==> config.mk <==
export PLATFORM = sky130hd
export DESIGN_NAME = uart_rx_fifo
export DESIGN_NICKNAME = d
export VERILOG_FILES = /design/src/rtl/uart_pkg.sv /design/src/rtl/sync_fifo.sv /design/src/rtl/uart_rx_fifo.sv
export SDC_FILE = /design/constraint.sdc
export NUM_CORES = 1
export LEC_CHECK = 0
export CAP_MARGIN = 20
export CORE_ASPECT_RATIO = 1.4
export CORE_MARGIN = 8
export CORE_UTILIZATION = 45
export CTS_CLUSTER_SIZE = 30
export DETAILED_ROUTE_END_ITERATION = 6
export GPL_ROUTABILITY_DRIVEN = 0
export GPL_TIMING_DRIVEN = 0
export PLACE_DENSITY = 0.63
export SLEW_MARGIN = 20
export SYNTH_ARGS = -nofsm -noshare
export SYNTH_HDL_FRONTEND = slang
export SYNTH_SLANG_ARGS = --single-unit
==> constraint.sdc <==
create_clock -name clk -period 3.7 [get_ports clk]
set_clock_uncertainty 0.1 [all_clocks]
set_input_delay 0.74 -clock clk [delete_from_list [all_inputs] [get_ports clk]]
set_output_delay 0.74 -clock clk [all_outputs]
set_load 0.02 [all_outputs]
==> src/rtl/uart_pkg.sv <==
// Shared UART definitions used by both the RX and TX halves of the SoC UART.
// Holds the receiver state encoding, default timing/depth constants and the RX register address.
package uart_pkg;

  localparam int UART_CLOCKS_PER_BIT = 104;
  localparam int UART_FIFO_DEPTH     = 16;

  // CPU-visible address of the RX data register.
  localparam logic [15:0] UART_RX_REG_ADDR = 16'd1032;

  typedef enum logic [2:0] {
    IDLE,
    START,
    DATA,
    STOP,
    BREAK
  } uart_state_e;

endpackage

==> src/rtl/sync_fifo.sv <==
// Single-clock FIFO with a separately tracked occupancy count; the head entry is presented combinationally.
// Shared by the UART RX and TX byte queues.
module sync_fifo #(
  parameter int WIDTH = 8,
  parameter int DEPTH = 16
) (
  input  logic                   clk,
  input  logic                   rst_n,
  input  logic                   push,
  input  logic [WIDTH-1:0]       push_data,
  input  logic                   pop,
  output logic [WIDTH-1:0]       head,
  output logic                   full,
  output logic                   empty,
  output logic [$clog2(DEPTH):0] count
);

  localparam int AW = $clog2(DEPTH);
  localparam logic [AW-1:0] PTR_ONE  = AW'(1);
  localparam logic [AW:0]   CNT_ONE  = (AW+1)'(1);
  localparam logic [AW:0]   CNT_FULL = (AW+1)'(DEPTH);

  logic [WIDTH-1:0] mem [DEPTH];
  logic [AW-1:0]    wr_ptr;
  logic [AW-1:0]    rd_ptr;
  logic             do_push;
  logic             do_pop;

  assign full  = (count == CNT_FULL);
  assign empty = (count == '0);
  assign head  = mem[rd_ptr];

  // A pop in the same cycle frees the slot that a push into a full FIFO needs.
  assign do_pop  = pop && !empty;
  assign do_push = push && (!full || do_pop);

  always_ff @(posedge clk or negedge rst_n) begin
    if (!rst_n) begin
      wr_ptr <= '0;
      rd_ptr <= '0;
      count  <= '0;
    end else begin
      if (do_push) wr_ptr <= wr_ptr + PTR_ONE;
      if (do_pop)  rd_ptr <= rd_ptr + PTR_ONE;
      if (do_push && !do_pop)      count <= count + CNT_ONE;
      else if (do_pop && !do_push) count <= count - CNT_ONE;
    end
  end

  always_ff @(posedge clk) begin
    if (do_push) mem[wr_ptr] <= push_data;
  end

endmodule

==> src/rtl/uart_rx_fifo.sv <==
// UART receive path: 8N1 deserialiser feeding a byte FIFO, with a one-pop-per-ack CPU handshake
// and sticky overflow / framing-error flags.
module uart_rx_fifo
  import uart_pkg::*;
#(
  parameter int CLOCKS_PER_BIT = UART_CLOCKS_PER_BIT,
  parameter int RX_FIFO        = UART_FIFO_DEPTH
) (
  input  logic                     clk,
  input  logic                     rst_n,
  input  logic                     uart_rx,
  input  logic                     rx_pop,
  output logic [7:0]               rx_data,
  output logic                     rx_ack,
  output logic [$clog2(RX_FIFO):0] rx_count,
  output logic                     rx_overflow,
  output logic                     rx_frame_err,
  input  logic                     err_clear
);

  localparam int TW = $clog2(CLOCKS_PER_BIT);
  localparam logic [TW-1:0] TIMER_ONE = TW'(1);
  localparam logic [TW-1:0] BIT_LAST  = TW'(CLOCKS_PER_BIT - 1);
  localparam logic [TW-1:0] HALF_LAST = TW'(CLOCKS_PER_BIT / 2 - 1);

  uart_state_e state;
  uart_state_e state_next;

  logic          sync_q;
  logic          rx_s;
  logic [TW-1:0] timer;
  logic [2:0]    bit_idx;
  logic [7:0]    shift;
  logic          push_pending;

  logic half_done;
  logic bit_done;
  logic timer_clear;
  logic data_enter;
  logic sample_bit;
  logic stop_ok;
  logic frame_evt;

  logic       accept;
  logic       overflow_evt;
  logic       fifo_full;
  logic       fifo_empty;
  logic [7:0] fifo_head;

  // Both synchroniser flops reset to the idle line level so reset never looks like a start bit.
  always_ff @(posedge clk or negedge rst_n) begin
    if (!rst_n) begin
      sync_q <= 1'b1;
      rx_s   <= 1'b1;
    end else begin
      sync_q <= uart_rx;
      rx_s   <= sync_q;
    end
  end

  always_ff @(posedge clk or negedge rst_n) begin
    if (!rst_n) state <= IDLE;
    else        state <= state_next;
  end

  assign half_done = (state == START) && (timer == HALF_LAST);
  assign bit_done  = (timer == BIT_LAST);

  always_comb begin
    state_next = state;
    case (state)
      IDLE:    if (!rx_s) state_next = START;
      START:   if (half_done) state_next = rx_s ? IDLE : DATA;
      DATA:    if (bit_done && (bit_idx == 3'd7)) state_next = STOP;
      STOP:    if (bit_done) state_next = rx_s ? IDLE : BREAK;
      BREAK:   if (rx_s) state_next = IDLE;
      default: state_next = IDLE;
    endcase
  end

  // The single bit timer is held at zero whenever it is not timing a bit, so every phase starts from 0.
  always_comb begin
    timer_clear = 1'b0;
    data_enter  = 1'b0;
    sample_bit  = 1'b0;
    stop_ok     = 1'b0;
    frame_evt   = 1'b0;
    case (state)
      IDLE:  timer_clear = 1'b1;
      START: begin
        timer_clear = half_done;
        data_enter  = half_done && !rx_s;
      end
      DATA: begin
        timer_clear = bit_done;
        sample_bit  = bit_done;
      end
      STOP: begin
        timer_clear = bit_done;
        stop_ok     = bit_done && rx_s;
        frame_evt   = bit_done && !rx_s;
      end
      BREAK:   timer_clear = 1'b1;
      default: timer_clear = 1'b1;
    endcase
  end

  always_ff @(posedge clk or negedge rst_n) begin
    if (!rst_n) begin
      timer        <= '0;
      bit_idx      <= '0;
      shift        <= '0;
      push_pending <= 1'b0;
    end else begin
      if (timer_clear) timer <= '0;
      else             timer <= timer + TIMER_ONE;
      if (data_enter)      bit_idx <= '0;
      else if (sample_bit) bit_idx <= bit_idx + 3'd1;
      if (sample_bit) shift[bit_idx] <= rx_s;
      push_pending <= stop_ok;
    end
  end

  // rx_ack low is part of the accept condition, so a pop held through the ack cycle cannot double-pop.
  assign accept       = rx_pop && !fifo_empty && !rx_ack;
  assign overflow_evt = push_pending && fifo_full && !accept;

  sync_fifo #(
    .WIDTH (8),
    .DEPTH (RX_FIFO)
  ) u_fifo (
    .clk       (clk),
    .rst_n     (rst_n),
    .push      (push_pending),
    .push_data (shift),
    .pop       (accept),
    .head      (fifo_head),
    .full      (fifo_full),
    .empty     (fifo_empty),
    .count     (rx_count)
  );

  always_ff @(posedge clk or negedge rst_n) begin
    if (!rst_n) begin
      rx_ack  <= 1'b0;
      rx_data <= '0;
    end else begin
      rx_ack <= accept;
      if (accept) rx_data <= fifo_head;
    end
  end

  // A clear wins over an event in the same cycle; that event is lost.
  always_ff @(posedge clk or negedge rst_n) begin
    if (!rst_n) begin
      rx_overflow  <= 1'b0;
      rx_frame_err <= 1'b0;
    end else if (err_clear) begin
      rx_overflow  <= 1'b0;
      rx_frame_err <= 1'b0;
    end else begin
      if (overflow_evt) rx_overflow  <= 1'b1;
      if (frame_evt)    rx_frame_err <= 1'b1;
    end
  end

endmodule

==> flow_summary.ini, run 1 <==
[worst_setup_path]
cpPeakStageDelay_ns = 0.49
r2r-start = u_fifo.count[1]$_DFFE_PN0P_
path_delay_family = buffers and inverters
path_class = in -> reg
crit_slowest_cell = a21oi_1
critPathBufInv = 4
rrSetupSlack_ns = 0.36
required_ns = 3.94
crit_path_cell_trace = clkdlybuf4s50_1 > nand2b_1 > a21oi_1 > inv_2 > buf_2 > ha_1 > inv_1 > ha_1 > a21o_1 > a21oi_1 > mux2i_1 > xnor2_1
cp_max_fo = 10
end_kind = flop
start_kind = input port
reg2regPathDepth = 11
r2r-end = u_fifo.count[4]$_DFFE_PN0P_
arrival_ns = 3.64

[power]
leakagePower_nw = 3.42
p_per_area_mw_per_mm2 = 609
p_comb_frac = 0.205
vdd_ir_drop_max_v = 0.000347
p_sw_frac = 0.267
p_clk_frac = 0.351
switchingPower_mw = 1.36
p_int_mw = 3.73
fin_total_pwr_mw = 5.09
pwr-share-seq = 0.444

[timing]
worstMarginPinSlew_ns = 0.802
hold-worst-slack_ns = 0.258
period_needed_ns = 3.40
finalSetupViolCount = 0
report.final.slew_viol_count = 0
slew_headroom = 0.463
tns_ns = 0
rsz0062_at_grt = false
fmax_ghz = 0.294
hold_viol = 0
finalCritPeriodShare = 0.920

[floorplanning]
ioPinCount = 21
initial_utilization = 0.454
die_area_sq_mm = 0.0206
die_h_um = 167
fp.coreArea_sq_mm = 0.0160
core.rowCount = 55
die_x_um = 124

[final_layout]
drive_above_1_share = 0.169
syn_to_final_growth_pct = 14.6
final_nets = 479
n_antenna_cell = 0
design_area_sq_mm = 0.00835
fillerInstances = 1332
mostFrequentLayoutCell = edfxtp_1
final_cell_mix = 128 x edfxtp_1, 46 x dfrtp_1, 24 x mux4_2, 20 x nor2_1, 19 x clkdlybuf4s50_1

[grt]
busiest_layer = met2
grt_pass1_wl_mm = 21.6
use_met3 = 0.0355
antenna_found_initial = 0
use_met2 = 0.237
met1_usage = 0.171
grt_pass1_vias = 3887
grt_usage = 0.140
overflow = 0
grt_max_degree = 30

[logic_synthesis]
netlist_instances = 421
yosys_warnings = 0
synth_fa_ha_area_frac = 0.0234
synth_flop_cell = edfxtp_1
synth_xor_area_frac = 0.0192
yosys.area.top_type = edfxtp_1
synth_fp_nets = 439
ys_seq_elements = 176
postSynthAreaPerCell_sq_um = 17.3
synthSimpleGateAreaFrac = 0.0653
synthTopCellsByArea = edfxtp_1 53%, dfrtp_1 16%, mux4_2 7.4%, mux4_1 2.9%, ha_1 2.1%
synth_top_area_frac = 0.528
ys_types = 52
netlist_area_sq_mm = 0.00728
synth_top_family_by_area = multiplexers
synthArstFlopShare = 0.273
synth_edf_count = 128
synth_mux_area_frac = 0.129
ys_seq_area_frac = 0.693
synth_compound_area_frac = 0.0450

[hold_path]
holdPathStages = 0
hold_path.class = reg -> reg
min_from = sync_q$_DFF_PN1_
whs_endpoint = rx_s$_DFF_PN1_

[clocking]
cts_root_buf = clkbuf_16
cts_made_buffers = 17
clkTransAtPathRegs_ns = 0.06
clk-insertion-delay-late_ns = 0.41
cts.sinks = 176
cts_tree = yes
htreeDepth = 4
clockBufferDepth = 2
hold_buffers = 0
post_cts_buffers = 0
cts.repair.resized = 0

[route]
drt-total-wl_mm = 13.3
viasPerCell = 5.44
vias = 3654
wire_per_inst_um = 19.8
dr.pass1.iters = 4
drc = 0
postRouteAntennaNets = 0
drt-initial-drc-count = 268

[placed_design]
place_area_sq_mm = 0.00775
portBuffers = 20
dp_hpwl_mm = 8.95

[run]
drv_cap = 0

[status]
status = completed
[layer usage]
| layer | vias to the layer above | routed length, um |
|---|---|---|
| met5 | - | 0 |
| li1 | 1704 | - |
| met3 | 9 | 557 |
| met4 | 0 | 110 |
| met2 | 63 | 7060 |
| met1 | 1878 | 5590 |
[cell families (layout without fill, tap and decap cells)]
| family | after synthesis | in the layout |
|---|---|---|
| flip-flops | 176 | 176 |
| AO/OA/AOI/OAI | 46 | 46 |
| multiplexers | 50 | 50 |
| adder cells (fa/ha/maj) | 13 | 13 |
| buffers and inverters | 35 | 87 |
| AND/OR/NAND/NOR | 85 | 85 |
| XOR/XNOR | 16 | 16 |
[metrics by stage]
step	util	setup WS [ns]	instances
after global routing	0.521	0.0791	672
after global placement	0.482	-0.0985	640
after CTS	0.521	0.322	672
final	0.521	0.295	672
after floorplan	-	0.752	421
after detailed placement	0.484	-0.104	641
[final cells by class]
class,count,area [sq um],area share
Sequential cell,176,5050,0.605
Multi-Input combinational cell,210,2060,0.246
Clock buffer,18,429,0.0514
Tap cell,199,249,0.0298
Timing Repair Buffer,21,223,0.0267
Clock inverter,13,164,0.0196
Buffer,21,126,0.0151
Inverter,14,52.6,0.00630
[worst max path at each step]
stage | slack, ns | cells past startpoint | to | start
after floorplan | 0.75 | 11 | u_fifo.count[4]$_DFFE_PN0P_ | u_fifo.count[1]$_DFFE_PN0P_
after global placement | -0.1 | 12 | u_fifo.count[4]$_DFFE_PN0P_ | rx_pop
after detailed placement | -0.10 | 12 | u_fifo.count[4]$_DFFE_PN0P_ | rx_pop
after CTS | 0.32 | 12 | u_fifo.count[4]$_DFFE_PN0P_ | rx_pop
after global routing | 0.08 | 11 | u_fifo.count[4]$_DFFE_PN0P_ | u_fifo.count[1]$_DFFE_PN0P_
final | 0.30 | 12 | u_fifo.count[4]$_DFFE_PN0P_ | rx_pop
[registers in the layout, summed over array words and instances (netlist names)]
name / cells
rx_ack: 1
shift: 8
bit_idx: 3
state: 3
u_fifo.rd_ptr: 4
rx_data: 8
u_fifo.wr_ptr: 4
timer: 7
rx_frame_err: 1
rx_s: 1
u_fifo.count: 5
rx_overflow: 1
sync_q: 1
push_pending: 1
u_fifo.mem: 128
[synth_stat cells (6+ instances only)]
cell type,number
edfxtp_1,128
dfrtp_1,46
mux4_2,24
nor2_1,20
a21oi_1,17
nand2_1,15
and2_1,13
inv_1,13
ha_1,12
xnor2_1,12
nor2b_1,10
mux2i_1,9
a211o_1,8
a22o_1,8
mux4_1,8
buf_2,7
clkbuf_1,6
[power groups by stage]
stage | combinational [mW] | clock, mW | sequential [mW]
2_1_floorplan | 0.658 | 0 | 2.36
3_3_place_gp | 1.05 | 0 | 2.29
3_5_place_dp | 1.07 | 0 | 2.30
4_1_cts | 1.07 | 1.82 | 2.26
5_1_grt | 1.14 | 1.90 | 2.27
6_report | 1.04 | 1.79 | 2.26
Power figures use the tool's default switching activity.
==> run 2, diff against run 1 <==
--- a/config.mk
+++ b/config.mk
@@ -18,3 +18,4 @@
 export SYNTH_ARGS = -nofsm -noshare
 export SYNTH_HDL_FRONTEND = slang
 export SYNTH_SLANG_ARGS = --single-unit
+export TNS_END_PERCENT = 30
==> results of run 2 <==
No change in the layout: final DEF, timing and power equal those of run 1.
